**src/rtl/stat_dump_uart.sv**
```systemverilog
// rtl/stat_dump_uart.sv - snapshots five statistics words and sends them as a checksummed 8N1 UART frame
module stat_dump_uart #(
    parameter int CLKS_PER_BIT = 868
) (
    input  logic        clk,
    input  logic        rst,
    input  logic        halt,
    input  logic        dump,
    input  logic [31:0] total_cycles,
    input  logic [31:0] uncondi_num,
    input  logic [31:0] condi_num,
    input  logic [31:0] condi_suc_num,
    input  logic [31:0] SyscallOut,
    output logic        tx,
    output logic        busy,
    output logic        done
);

    typedef enum logic [1:0] {
        IDLE,
        START,
        DATA,
        STOP
    } state_t;

    localparam logic [15:0] BIT_LAST  = 16'(CLKS_PER_BIT - 1);
    localparam logic [4:0]  LAST_BYTE = 5'd21;
    localparam logic [7:0]  SYNC_BYTE = 8'hA5;

    state_t         state;
    logic           halt_d;
    logic [159:0]   snap;
    logic [7:0]     shifter;
    logic [7:0]     checksum;
    logic [15:0]    bit_cnt;
    logic [2:0]     bit_idx;
    logic [4:0]     byte_idx;

    logic           trigger;
    logic           bit_end;
    logic           next_is_crc;
    logic [7:0]     next_byte;

    assign trigger     = dump | (halt & ~halt_d);
    assign bit_end     = (bit_cnt == BIT_LAST);
    // The snapshot is consumed from its top byte, so the head is always the next data byte.
    assign next_is_crc = (byte_idx == LAST_BYTE - 5'd1);
    assign next_byte   = next_is_crc ? checksum : snap[159:152];

    always_ff @(posedge clk) begin
        if (rst) begin
            state    <= IDLE;
            tx       <= 1'b1;
            busy     <= 1'b0;
            done     <= 1'b0;
            halt_d   <= 1'b0;
            snap     <= '0;
            shifter  <= '0;
            checksum <= '0;
            bit_cnt  <= '0;
            bit_idx  <= '0;
            byte_idx <= '0;
        end else begin
            halt_d <= halt;
            done   <= 1'b0;
            case (state)
                IDLE: begin
                    if (trigger) begin
                        snap     <= {total_cycles, uncondi_num, condi_num, condi_suc_num, SyscallOut};
                        shifter  <= SYNC_BYTE;
                        checksum <= '0;
                        byte_idx <= '0;
                        bit_cnt  <= '0;
                        tx       <= 1'b0;
                        busy     <= 1'b1;
                        state    <= START;
                    end
                end
                START: begin
                    if (bit_end) begin
                        bit_cnt <= '0;
                        bit_idx <= '0;
                        tx      <= shifter[0];
                        state   <= DATA;
                    end else begin
                        bit_cnt <= bit_cnt + 16'd1;
                    end
                end
                DATA: begin
                    if (bit_end) begin
                        bit_cnt <= '0;
                        if (bit_idx == 3'd7) begin
                            tx    <= 1'b1;
                            state <= STOP;
                        end else begin
                            bit_idx <= bit_idx + 3'd1;
                            tx      <= shifter[1];
                            shifter <= {1'b0, shifter[7:1]};
                        end
                    end else begin
                        bit_cnt <= bit_cnt + 16'd1;
                    end
                end
                STOP: begin
                    if (bit_end) begin
                        bit_cnt <= '0;
                        if (byte_idx == LAST_BYTE) begin
                            busy  <= 1'b0;
                            done  <= 1'b1;
                            state <= IDLE;
                        end else begin
                            byte_idx <= byte_idx + 5'd1;
                            shifter  <= next_byte;
                            if (!next_is_crc) begin
                                checksum <= checksum ^ snap[159:152];
                                snap     <= {snap[151:0], 8'h00};
                            end
                            tx    <= 1'b0;
                            state <= START;
                        end
                    end else begin
                        bit_cnt <= bit_cnt + 16'd1;
                    end
                end
                default: state <= IDLE;
            endcase
        end
    end

endmodule

```
**config.mk**
```make
export PLATFORM = sky130hd
export DESIGN_NAME = stat_dump_uart
export DESIGN_NICKNAME = d
export VERILOG_FILES = /design/src/rtl/stat_dump_uart.sv
export SDC_FILE = /design/constraint.sdc
export NUM_CORES = 1
export LEC_CHECK = 0
export BUFFER_PORTS_ARGS = -buffer_cell sky130_fd_sc_hd__buf_4
export CORE_UTILIZATION = 57
export DETAILED_ROUTE_END_ITERATION = 16
export MAX_ROUTING_LAYER = met4
export PLACE_DENSITY = 0.86
export SLEW_MARGIN = 10
export SYNTH_ARGS = -nofsm -noshare
export SYNTH_HDL_FRONTEND = slang
export SYNTH_SLANG_ARGS = --single-unit
```
**constraint.sdc**
```tcl
create_clock -name clk -period 2.9 [get_ports clk]
set_input_delay 0.58 -clock clk [delete_from_list [all_inputs] [get_ports clk]]
set_output_delay 0.58 -clock clk [all_outputs]
set_load 0.03 [all_outputs]
```
======== Word-level counts from Yosys, hierarchy flattened ========
Cells that the tools add are included.
operators by class
  $add $sub $neg .......................... 3
  equal/unequal tests ..................... 16
  multiplexer cells ....................... 47
  bitwise logic cells ..................... 6
  reduce and logical (&&, ||, !) cells .... 13
operators with widths
  kind                     number
  $mux W160                4
  $pmux W160 S2            1
  $mux W8                  10
  $mux W16                 2
  $pmux W16 S2             1
  $pmux W8 S3              1
  $ne A2 B2 Y1 const B     9
  $add A16 B1 Y16 const B  1
  $eq A16 B10 Y1 const B   1
  $pmux W8 S2              1
  $mux W5                  3
  $reduce_and A5 Y1        3
  $reduce_and A4 Y1        3
  $mux W1                  11
  $eq A5 B5 Y1 const B     2
  $mux W2                  5
  $pmux W5 S2              1
  $mux W3                  3
  $pmux W2 S4              1
  $xor A8 B8 Y8            1
  $pmux W3 S2              1
  $reduce_and A6 Y1        1
  $reduce_or A3 Y1         2
  $add A5 B1 Y5 const B    1
  other kinds (12)         16
storage, ports and cells
  bits in registers ....................... 206
  output and inout bits ................... 3
  word-level logic and storage cells ...... 96

======== Depth between registers and ports, before layout ========
  depth after elaboration ................. 5
  depth in mapped cells ................... 10

======== Worst setup path before layout ========
Ideal clock, no wire load.
  path type ............................... reg2reg
  from .................................... register bit_cnt[0]
  to ...................................... register byte_idx[4]
  library setup time ...................... 0.092 ns
  data arrival time ....................... 2.092 ns
  data required time ...................... 2.808 ns
  path slack .............................. 0.716 ns
  cell stages (with the launch flop) ...... 7
  path buffers ............................ 0
  clock period less this slack ............ 2.184 ns
  cell sequence ........................... dfxtp_1 -> ha_1 -> or4b_2 -> or4_1 -> nor4_1 -> a21oi_1 -> o32ai_1
between the ends
  longest elaborated chain between the ends .. 3
ends and longest elaborated chain
  item                         RTL line  text
  start: declaration           35        logic [15:0] bit_cnt;
  start signal: assignment     86        bit_cnt <= bit_cnt + 16'd1;
  start signal: assignment     101       bit_cnt <= bit_cnt + 16'd1;
  start signal: assignment     122       bit_cnt <= bit_cnt + 16'd1;
  $eq A16 B10 Y1               45        assign bit_end = (bit_cnt == BIT_LAST);
  $ne A2 B2 Y1 (no line)       n/a
  $reduce_and A4 Y1 (no line)  n/a
  end signal: assignment       112       byte_idx <= byte_idx + 5'd1;
  end: declaration             37        logic [4:0] byte_idx;
Every way passes these cells.
A chain may end at the register's enable or synchronous reset.

======== Worst setup path in the final report ========
  from .................................... register state[0]
  to ...................................... register snap[114]
between the ends
  longest elaborated chain between the ends .. 3
  elaborated cells between the ends (all ways) .. 9
ends and longest elaborated chain
  item                                                          RTL line  text
  start: declaration                                            30        state_t state;
  start signal: assignment                                      52        state <= IDLE;
  start signal: assignment                                      76        state <= START;
  start signal: assignment                                      84        state <= DATA;
  $eq A2 B2 Y1 or $logic_not A2 Y1 (tied branches)              66        case (state)
  $ne A2 B2 Y1 (no line) or $reduce_bool A2 Y1 (tied branches)  n/a
  $reduce_and A5 Y1 (no line)                                   n/a
  end signal: assignment                                        69        snap <= {total_cycles, uncondi_num, condi_num, condi_suc_num, SyscallOut};
  end signal: assignment                                        116       snap <= {snap[151:0], 8'h00};
  end: declaration                                              32        logic [159:0] snap;
Parallel ways exist; a longest one is shown, timed or not.

==> results.md <==
- After clock tree synthesis, the flow added hold-fix buffers numbering 0.
- For this block, the via count after detailed routing is 7974.
- The quantity of gates resized following cts is 0.
- The share of synthesized area occupied by flip-flops and latches is roughly two fifths.
- The path type of the worst min-delay path is in -> reg.
- The clock network accounts for roughly a quarter of the total power.
- The cell sitting at the root of the clock tree is a sky130_fd_sc_hd__clkbuf_16.
- After legalization and detailed placement, the total HPWL measured 14900 um.
- The die outline area is between 0.015 and 0.02 mm2.
- In this run switching power makes up 36.2% of total power.
- Per report_power, the sequential group accounts for 41.8% of the total.
- Across all setup checks in the final design, the least slack found is between 200 and 300 ps.
- Cell internal power was estimated by the tool at between 7 and 8 mW.
- For this design the total switching power over the nets is about 4.2 mW.
- In the synthesized netlist the async set-or-reset flop fraction comes to 0%.
- Max-cap violations in this run came to 0.
- Setup repair after global routing left no endpoint under its margin.
- Headroom to the max-slew limit came out at 25.9%.
- The post-CTS setup repair buffer count is 0.
- The clock transition at the registers of the reported paths is ~60 ps.
- The aggregate global routing overflow is 0.
- The H-tree depth reported by CTS is 1.
- The post-synthesis cell count is 1019.
- TritonCTS built the clock tree.
- The floorplan step set the die width to 135 um.
- During I/O placement, the number of pins put on the boundary was 167.
- Of the available clock period, the critical path in the final layout requires 91.2%.
- Relative to the synthesized area, the layout overhead comes to 19.5%.
- The combinational power share is 33.9%.
- The overall global routing resource usage is ~26%.
- The remaining routing DRC violations is 0.
- In this run the mean area of a mapped cell was 9.91 um2.
- The core region is 0.0173 mm2.
- The number of flops mapped to enable cells by yosys is 0.
- The mapped cell area is 0.0101 mm2.
- The critical path launch point type is a register.
- At the later pin of the worst-skew pair, clock insertion delay measures 500 ps.
- In the routed layout, each cell is associated on average with a via count of between 5 and 6.
- The number of library cell types mapped by synthesis is a little under 60.
- The run finished with clean final reports.
- In this run the worst path has a maximum fanout of 112.
- The category of the critical setup timing path is reg -> reg.
- For this block, the initial DRC count from the detailed router was 481.
- The layout net count is ~1300.
- The detailed-routing iteration count for the pre-antenna-repair pass is 4.
- The arrival time at the worst endpoint is 3050 ps.
- The static leakage is around 4.4 nW.
- The Yosys warning count is 0.
- Entering global routing, the biggest net connects approximately 130 pins.
- The congestion estimate from routability-driven global placement came to 0.911.
- For the final routed database, the setup TNS stands at 0 ps.
- The remaining number of nets flagged by the antenna check after routing is 0.
- Once the floorplan was initialized, standard cells occupied roughly three fifths of the core.
- The placement row count is 48.
- The number of antenna diodes is 0.
- Synthesis produced a netlist with a net count of between 1000 and 1500.
- The number of failing hold endpoints at the final stage is 0.
- The transition time of the tightest slew-check pin is 1110 ps.
- Setup violations remaining at the end of the flow were counted as 0.
- The initial antenna violation count was 0.
- For this run, the top clock speed supported by timing is ~380 MHz.
- STA puts the critical path data required time at 3300 ps.
- The setup clock skew after layout is 11.8 ps.
- The worst IR drop on VDD is 0.703 mV.
- The worst slack after detailed placement is 378 ps.
- Wires add up to 23000 um.
- The ratio of total power to cell area is 955 mW/mm2.
- In the final routed layout, each cell accounts on average for 16.7 um.
- The number of max-slew violations in the final report was 0.
- The fraction of final layout cells sized beyond drive strength 1 is 28.6%.
- The number of global-route vias before repair is 7564.
- The number of buffer cells added on primary ports is ~170.
- The synthesized design contains 206 register bits.
- The number of clock sinks is 206.
- Counting I/O delays and the setup requirement, the final critical path takes 2650 ps.
- TritonCTS created 22 clock buffers.
- The maximum buffer depth of the clock tree is 3.
- The wire length of the first global-routing pass is 37100 um.
- The leading register cell type out of synthesis is sky130_fd_sc_hd__dfxtp_1.
- The worst setup path is captured at a register.
- The die extent in y is 135 um.
cell usage in the layout, fill, tap and decap left out, types with 4 or more instances in the layout:
| master | count |
|---|---|
| sky130_fd_sc_hd__a22o_1 | 8 |
| sky130_fd_sc_hd__buf_4 | 175 |
| sky130_fd_sc_hd__o2bb2ai_1 | 8 |
| sky130_fd_sc_hd__nand4_1 | 8 |
| sky130_fd_sc_hd__mux2_2 | 8 |
| sky130_fd_sc_hd__a21oi_1 | 25 |
| sky130_fd_sc_hd__nand2b_1 | 11 |
| sky130_fd_sc_hd__nor2_1 | 170 |
| sky130_fd_sc_hd__ha_1 | 10 |
| sky130_fd_sc_hd__inv_1 | 9 |
| sky130_fd_sc_hd__nand3_1 | 13 |
| sky130_fd_sc_hd__nor2b_1 | 12 |
| sky130_fd_sc_hd__a311oi_1 | 10 |
| sky130_fd_sc_hd__clkbuf_16 | 23 |
| sky130_fd_sc_hd__mux2i_1 | 154 |
| sky130_fd_sc_hd__buf_12 | 4 |
| sky130_fd_sc_hd__o21ai_0 | 22 |
| sky130_fd_sc_hd__nand4b_1 | 5 |
| sky130_fd_sc_hd__a21o_1 | 8 |
| sky130_fd_sc_hd__dfxtp_1 | 206 |
| sky130_fd_sc_hd__a211oi_1 | 53 |
| sky130_fd_sc_hd__a31oi_1 | 4 |
| sky130_fd_sc_hd__or3_1 | 4 |
| sky130_fd_sc_hd__a22oi_1 | 5 |
| sky130_fd_sc_hd__a211oi_2 | 100 |
| sky130_fd_sc_hd__clkbuf_1 | 6 |
| sky130_fd_sc_hd__clkinv_2 | 4 |
| sky130_fd_sc_hd__nor3_1 | 10 |
| sky130_fd_sc_hd__nand2_1 | 29 |
worst max-delay path, stage by stage (launching register included):
cell and delay (ps):
sky130_fd_sc_hd__dfxtp_1 410, sky130_fd_sc_hd__inv_1 130, sky130_fd_sc_hd__ha_1 380, sky130_fd_sc_hd__nor2b_1 240, sky130_fd_sc_hd__a21oi_1 250, sky130_fd_sc_hd__a41o_4 240
sky130_fd_sc_hd__buf_16 420, sky130_fd_sc_hd__nor2_1 170, sky130_fd_sc_hd__a211oi_2 260
Yosys cell counts (all sizes together), types with 3 or more instances:
cell / n / share of area [%]
mux2i: 154 / 15
a22o: 8 / 0.69
a31oi: 4 / 0.25
inv: 9 / 0.33
nand4b: 5 / 0.43
a21oi: 25 / 1.2
a21o: 8 / 0.59
nor3: 10 / 0.50
mux2: 8 / 0.89
o2bb2ai: 8 / 0.69
nand2b: 11 / 0.68
nand3: 13 / 0.64
a211oi: 153 / 16
o211ai: 3 / 0.22
a22oi: 5 / 0.37
dfxtp: 206 / 41
nand2: 29 / 1.1
clkbuf: 51 / 1.9
nor2b: 12 / 0.74
nor2: 170 / 6.3
nand4: 8 / 0.50
a311oi: 10 / 0.87
ha: 11 / 1.4
or4: 3 / 0.26
buf: 38 / 3.0
o21ai: 23 / 1.1
or3: 4 / 0.25
sequential cells by signal, summed over array words and instances (netlist names):
name / count
busy: 1
tx: 1
bit_idx: 3
bit_cnt: 16
snap: 160
checksum: 8
shifter: 8
byte_idx: 5
state: 2
done: 1
halt_d: 1
per-stage QoR:
stage               util, %  std cells  total power [mW]  area [um2]  hold WS, ps
finish                 69.7       1375              11.5       12100          299
global route           69.7       1375              12.2       12100          285
CTS                    69.7       1375              11.5       12100          283
detailed placement     65.5       1336              8.69       11300          460
global placement       65.5       1336              8.49       11300          448
floorplan                 -       1019              7.98       10100          436
power by group through the flow:
stage          registers [mW]  logic (mW)  clock network (mW)
4_1_cts                  4.80        3.90                2.84
2_1_floorplan            4.59        3.39                   0
3_5_place_dp             4.84        3.84                   0
5_1_grt                  4.93        4.33                2.96
3_3_place_gp             4.79        3.70                   0
6_report                 4.81        3.90                2.81
final cells by class:
type / instances / area [um2]
Fill cell: 1279 / 5230
Clock inverter: 8 / 95.1
Inverter: 9 / 33.8
Tap cell: 225 / 282
Multi-Input combinational cell: 715 / 5470
Sequential cell: 206 / 4120
Timing Repair Buffer: 181 / 1440
Clock buffer: 31 / 626
metal layers:
layer | GRT usage (%) | routed length [um]
met1 | 32.7 | 10300
met2 | 42.5 | 11000
met3 | 4.28 | 1270
met4 | 6.80 | 455
met5 | - | 0
worst paths after layout:
check	from	endpoint	slack [ps]	cells after the start
worst max-delay path	state[0]	snap[114]	250	8
worst min-delay path	SyscallOut[6]	snap[6]	300	2
worst max register to register	state[0]	snap[114]	250	8
worst min register to register	shifter[0]	shifter[0]	470	2
kinds of logic after synthesis:
logic type	count (synthesis)	share of synthesized area [%]
fa+ha+maj	11	1.36
simple gates	279	12.6
buf+inv	98	5.25
flops	206	40.8
compound gates	263	23.8
mux	162	16.2
Power figures use the tool's default switching activity.
